==> config.mk <==
export PLATFORM = sky130hd
export DESIGN_NAME = mem_access_ctrl
export DESIGN_NICKNAME = d
export VERILOG_FILES = /design/src/rtl/mem_access_ctrl.sv
export SDC_FILE = /design/constraint.sdc
export NUM_CORES = 1
export LEC_CHECK = 0
export ABC_AREA = 1
export ABC_CLOCK_PERIOD_IN_PS = 4450
export CAP_MARGIN = 20
export CORE_UTILIZATION = 30
export CTS_BUF_LIST = sky130_fd_sc_hd__clkbuf_4 sky130_fd_sc_hd__clkbuf_8
export CTS_CLUSTER_SIZE = 20
export DETAILED_ROUTE_END_ITERATION = 6
export GPL_TIMING_DRIVEN = 0
export HOLD_SLACK_MARGIN = 0.03
export PLACE_DENSITY = 0.65
export SLEW_MARGIN = 30
export SYNTH_ARGS = -nofsm -noshare
export SYNTH_HDL_FRONTEND = slang
export SYNTH_SLANG_ARGS = --single-unit
==> constraint.sdc <==
create_clock -name clk -period 4.45 [get_ports clk]
set_clock_uncertainty 0.2 [all_clocks]
set_input_delay 0.89 -clock clk [delete_from_list [all_inputs] [get_ports clk]]
set_output_delay 0.89 -clock clk [all_outputs]
set_load 0.02 [all_outputs]
==> src/rtl/mem_access_ctrl.sv <==
// Data-memory access controller for the MEM stage: issues one registered request per
// load/store, stalls the pipeline until the memory answers or the wait budget expires.
module mem_access_ctrl #(
    parameter int unsigned DSIZE   = 32,
    parameter int unsigned TIMEOUT = 15
) (
    input  logic             clk,
    input  logic             rst,
    input  logic             mem_read_in,
    input  logic             mem_write_in,
    input  logic [DSIZE-1:0] addr_in,
    input  logic [DSIZE-1:0] wdata_in,
    input  logic             dmem_ready,
    input  logic [DSIZE-1:0] dmem_rdata,
    output logic             dmem_req,
    output logic             dmem_we,
    output logic [DSIZE-1:0] dmem_addr,
    output logic [DSIZE-1:0] dmem_wdata,
    output logic             stall,
    output logic [DSIZE-1:0] rdata_out,
    output logic             rdata_valid,
    output logic [1:0]       err,
    output logic [15:0]      acc_count
);

    typedef enum logic [1:0] {StIdle, StAccess, StDone} state_e;

    // Counter value on the last allowed ACCESS cycle.
    localparam logic [7:0] CntLast = 8'(TIMEOUT - 1);

    state_e           state_q, state_d;
    logic [7:0]       cnt_q, cnt_d;
    logic             req_q, req_d;
    logic             we_q, we_d;
    logic [DSIZE-1:0] addr_q, addr_d;
    logic [DSIZE-1:0] wdata_q, wdata_d;
    logic [DSIZE-1:0] rdata_q, rdata_d;
    logic             valid_q, valid_d;
    logic [1:0]       err_q, err_d;
    logic [15:0]      acc_q, acc_d;
    logic             req;
    logic             stall_raw;

    assign req = mem_read_in ^ mem_write_in;

    always_comb begin
        state_d   = state_q;
        cnt_d     = cnt_q;
        req_d     = req_q;
        we_d      = we_q;
        addr_d    = addr_q;
        wdata_d   = wdata_q;
        rdata_d   = rdata_q;
        valid_d   = 1'b0;
        err_d     = err_q;
        acc_d     = acc_q;
        stall_raw = 1'b0;
        unique case (state_q)
            StIdle: begin
                if (mem_read_in && mem_write_in) begin
                    // Illegal combination: flag it and let the instruction drain.
                    err_d[1] = 1'b1;
                end else if (req) begin
                    stall_raw = 1'b1;
                    we_d      = mem_write_in;
                    addr_d    = addr_in;
                    wdata_d   = wdata_in;
                    cnt_d     = 8'd0;
                    req_d     = 1'b1;
                    state_d   = StAccess;
                end
            end
            StAccess: begin
                stall_raw = 1'b1;
                if (dmem_ready) begin
                    req_d   = 1'b0;
                    state_d = StDone;
                    if (!we_q) begin
                        rdata_d = dmem_rdata;
                        valid_d = 1'b1;
                    end
                end else if (cnt_q == CntLast) begin
                    err_d[0] = 1'b1;
                    rdata_d  = '0;
                    valid_d  = !we_q;
                    req_d    = 1'b0;
                    state_d  = StDone;
                end else begin
                    cnt_d = cnt_q + 8'd1;
                end
            end
            StDone: begin
                state_d = StIdle;
                if (acc_q != 16'hFFFF) begin
                    acc_d = acc_q + 16'd1;
                end
            end
            default: state_d = StIdle;
        endcase
    end

    always_ff @(posedge clk) begin
        if (!rst) begin
            state_q <= StIdle;
            cnt_q   <= '0;
            req_q   <= 1'b0;
            we_q    <= 1'b0;
            addr_q  <= '0;
            wdata_q <= '0;
            rdata_q <= '0;
            valid_q <= 1'b0;
            err_q   <= '0;
            acc_q   <= '0;
        end else begin
            state_q <= state_d;
            cnt_q   <= cnt_d;
            req_q   <= req_d;
            we_q    <= we_d;
            addr_q  <= addr_d;
            wdata_q <= wdata_d;
            rdata_q <= rdata_d;
            valid_q <= valid_d;
            err_q   <= err_d;
            acc_q   <= acc_d;
        end
    end

    assign stall       = stall_raw & rst;
    assign dmem_req    = req_q;
    assign dmem_we     = we_q;
    assign dmem_addr   = addr_q;
    assign dmem_wdata  = wdata_q;
    assign rdata_out   = rdata_q;
    assign rdata_valid = valid_q;
    assign err         = err_q;
    assign acc_count   = acc_q;

endmodule

Word level (Yosys, flattened, before mapping):

Cells that the tools add are included.

* flip-flop bits (word level): 127
* output and inout bits: 118
* word-level logic and storage cells: 65

* add/subtract/negate cells: 2
* equal/unequal tests: 10
* multiplexer cells: 24
* bitwise gates (word level): 4
* reduce and logical (&&, ||, !) cells: 14

Operator list (count)
* $mux 32: 3
* $mux 8: 4
* $add 16x1->16 const B: 1
* $ne 16x16->1 const B: 1
* $pmux 8 s2: 1
* $reduce_and 3->1: 4
* $ne 2x2->1 const B: 5
* $mux 1: 9
* $add 8x1->8 const B: 1
* $eq 8x4->1 const B: 1
* $mux 2: 4
* $reduce_and 2->1: 3
* $reduce_and 5->1: 1
* $pmux 1 s2: 2
* $pmux 2 s2: 1
* $reduce_and 4->1: 1
* $reduce_bool 2->1: 2
* $ne 3x3->1 const B: 1
* $eq 2x1->1 const B: 1
* $eq 2x2->1 const B: 1
* $logic_not 2->1: 1
* $not 1->1: 2
* $and 1x1->1: 1
* $logic_and 1x1->1: 1
* 2 further kinds: 2

Logic depth before layout (Yosys ltp):

* depth after elaboration: 5
* gate-level depth with buffers: 11
* gate-level depth less buffers: 11

Worst setup path after synthesis:

No wires, ideal clock.

* path type: input-to-output
* from: input mem_read_in
* to: output stall
* data arrival time: 1.684 ns
* setup slack: 1.676 ns
* cell stages on the path: 3
* buffers on the path: 0
* path through: ha_1 -> nor2_1 -> nor3_1

* longest elaborated chain between the ends: 5

RTL lines
* start: declaration: RTL line 9 `input logic mem_read_in,`
* $xor 1x1->1: RTL line 44 `assign req = mem_read_in ^ mem_write_in;`
* $mux 1: RTL line 63 `end else if (req) begin`
* $mux 1 *: RTL line 60 `if (mem_read_in && mem_write_in) begin`
* $pmux 1 s2 *: RTL line 58 `unique case (state_q)`
* $and 1x1->1 *: RTL line 128 `assign stall = stall_raw & rst;`
* end: declaration: RTL line 19 `output logic stall,`

Every way passes the cells marked *; elsewhere a longest branch is shown, timed or not.

Worst setup path in the final report:

* from: input mem_write_in
* to: output stall

* longest elaborated chain between the ends: 5

RTL lines
* start: declaration: RTL line 10 `input logic mem_write_in,`
* $xor 1x1->1: RTL line 44
* $mux 1: RTL line 63
* $mux 1 *: RTL line 60
* $pmux 1 s2 *: RTL line 58
* $and 1x1->1 *: RTL line 128

Marks and branches as above.

==> impl_results.md <==
* Run status: finished clean
* Initial antenna violation count at 0
* Tcrit/Tclk final at 82.0%
* Flop pwr share at 43.1%
* Sequential-to-total area share from yosys stat at about 47%
* Crit-path leading delay family: buffers and inverters
* CTS HTree Levels at 4
* TritonCTS Buffers at 17
* Rows at 48
* DIE HEIGHT at 137 microns
* Ports at 219
* Worst path most repeated cell: clkdlybuf4s50_1
* Setup-failing EPs final at 0
* Synth area leaders: dfxtp_1, nor2_1, nand2_1
* Worst skew pair latency at 0.43 ns
* Fillers at 1,818
* Largest area contributor in the synthesized netlist: dfxtp_1
* Cells after Synth at 785
* Final weighted congestion of routability-driven global placement at 0.788
* Final min period at 3.65 ns
* Peak VDD IR at approximately 0.32 mV
* Critical-path maximum fanout at 2
* Sum Neg Setup Slack at 0 ns
* Layout cell share with drive strength beyond 1 at 6.58%
* DR WL/cell at 13.0 microns
* Setup WS pre-CTS at 0.784 ns
* Mean Syn Cell Area at between 6 and 7 sq um
* Design area at 8300 sq um
* Register area at 2540 sq um
* First-pass GRT wire length at ~26,000 microns
* RSZ-0062 raised after global routing: no
* Fmax at 274 MHz
* Cells after DPL at 1,227
* WP data required at 3.36 ns
* Overall Power at 3000 uW
* Area of placed instances at 7920 sq um
* Worst setup EP type: output port
* Die area at 18,800 sq um
* Worst Path Buf+Inv at 2
* First-pass DRT Iterations at 4
* # resized after CTS at 0
* Total Routing Usage GR at 18.0%
* Post-CTS setup buffers at 0
* Commonest non-fill, non-tap cell in the layout: clkdlybuf4s50_1
* Rel. slew slack at between 50 and 60%
* Worst-path cell chain: clkdlybuf4s50_1, ha_1, nor2_1, nor3_1, clkdlybuf4s50_1
* Setup Crit Path Kind: primary input to output port
* # DRC at 0
* Combinational power share at 25.0%
* Die X at approximately 140 microns
* Arrival time worst endpoint at roughly 2.6 ns
* Clock Tree Root: clkbuf_8
* Clock Pin Slew Worst Setup and Hold Paths at 0.07 ns
* Seq cells post-synth at 127
* Final Instance Count excl. Fillers at roughly 1,300
* Initial Util at 31.2%
* Final ANT Viol Nets at 0
* TritonCTS clock tree: done
* Port buffer count at roughly 220
* Clock power frac at 31.9%
* Clk sinks at 127
* Slowest cell on crit path: clkdlybuf4s50_1
* Synth top area share at between 40% and 50%
* Footprint of the multi-input gates at 2490 sq um
* Final WL at roughly 16,000 microns
* Final hold vios at 0
* CTS Buffer Depth at 2
* Largest net degree at the start of global routing at 17
* Mapped Nets at 890
* Via density at between 4 and 5
* Area Growth Syn to Fin at 51.9%
* Vias at around 5,600
* Syn Std Cell Area at 5460 sq um
* Psw at around 940 uW
* Yosys cell types at 28
* Dpl hpwl at 12,200 microns
* Vias in the first global route at 5,225
* Hold crit path type: flop to flop
* Internal power at 2060 uW
* Max Cap Viol at 0
* Most frequent cells in the layout: clkdlybuf4s50_1, nor2_1, nand2_1
* Core Footprint at around 18,000 sq um
* Switching Fraction at 31.4%
* Initial DRC Count at between 200 and 250
* Critical Path Max Stage Delay at 0.65 ns
* Setup ws final at 0.801 ns
* # diodes at 0
* Power density cells at roughly 360 nW/um^2
* Startpoint Class: primary input
* Warnings from Yosys at 0
* Nets at 1,126
* Pleak at 0.00333 uW
* Hold-fix buffers at CTS at 0
* Pins Over Slew Limit at 0
* Measured slew at the worst slew-check pin at 0.645 ns
* Congestion Overflow GR at 0
==> flip-flops by register name (all words and copies together) (netlist names), 2 cells and up <==
name / cells
dmem_addr: 32
dmem_wdata: 32
rdata_out: 32
acc_count: 16
cnt_q: 8
err: 2
state_q: 2
==> cell families (layout without fill, tap and decap cells) <==
| group | Yosys count | after routing | synth area share (%) |
|---|---|---|---|
| AOI/OAI and AO/OA | 88 | 88 | 8.36 |
| xor gates and xnor gates | 7 | 7 | 1.12 |
| adders and majority gates | 4 | 4 | 0.916 |
| buffers and inverters | 100 | 349 | 7.92 |
| DFF | 127 | 127 | 46.5 |
| and+or+nand+nor | 459 | 459 | 35.1 |
==> final timing paths <==
kind              depth (start not counted)    startpoint      endpoint  slack [ns]
setup / recovery                          5  mem_write_in         stall        0.80
hold / removal                            2      dmem_req      dmem_req        0.25
setup reg to reg                          7  acc_count[0]  acc_count[7]        2.54
hold reg to reg                           2      dmem_req      dmem_req        0.25
==> worst min-delay path: stages (launching register included) <==
cell	delay, ns
dfxtp_1	0.31
inv_1	0.05
a21oi_1	0.05
==> through the flow <==
stage	util (%)	hold WS, ns
finish	47.3	0.248
global route	47.3	0.295
CTS	47.3	0.251
detailed placement	45.1	0.240
global placement	45.1	0.236
floorplan	-	0.287
==> cells in the mapped netlist (all sizes together) <==
cell / n
o21ai: 66
xnor2: 2
clkbuf: 26
nand3: 22
o21bai: 2
nand4: 37
a21oi: 20
inv: 55
dfxtp: 127
nor2: 215
xor2: 5
ha: 4
nand3b: 1
nand2: 180
nor3b: 2
nor3: 2
buf: 19
==> power by group through the flow <==
stage                     Sequential (uW)  Combinational, uW  Clock [uW]
after floorplan                      1430                273           0
after global placement               1320                756           0
after detailed placement             1320                757           0
after CTS                            1300                761         989
after global routing                 1310                828        1040
final                                1300                752         958
==> layout make-up <==
cell class,count,area share [%]
Buffer,45,2.73
Clock buffer,20,3.24
Clock inverter,12,1.36
Inverter,55,2.49
Multi-Input combinational cell,558,30.0
Sequential cell,127,30.6
Tap cell,225,3.39
Timing Repair Buffer,217,26.2
==> per-layer routing <==
metal  routed length [microns]  global-route usage [%]  share of wire [%]
met2                      7710                    29.6                 47
met5                         0                       0                  0
met1                      7000                    21.1                 43
met4                       163                    4.70               0.99
met3                      1540                    8.04                9.4
(Power assumes the default switching activity.)
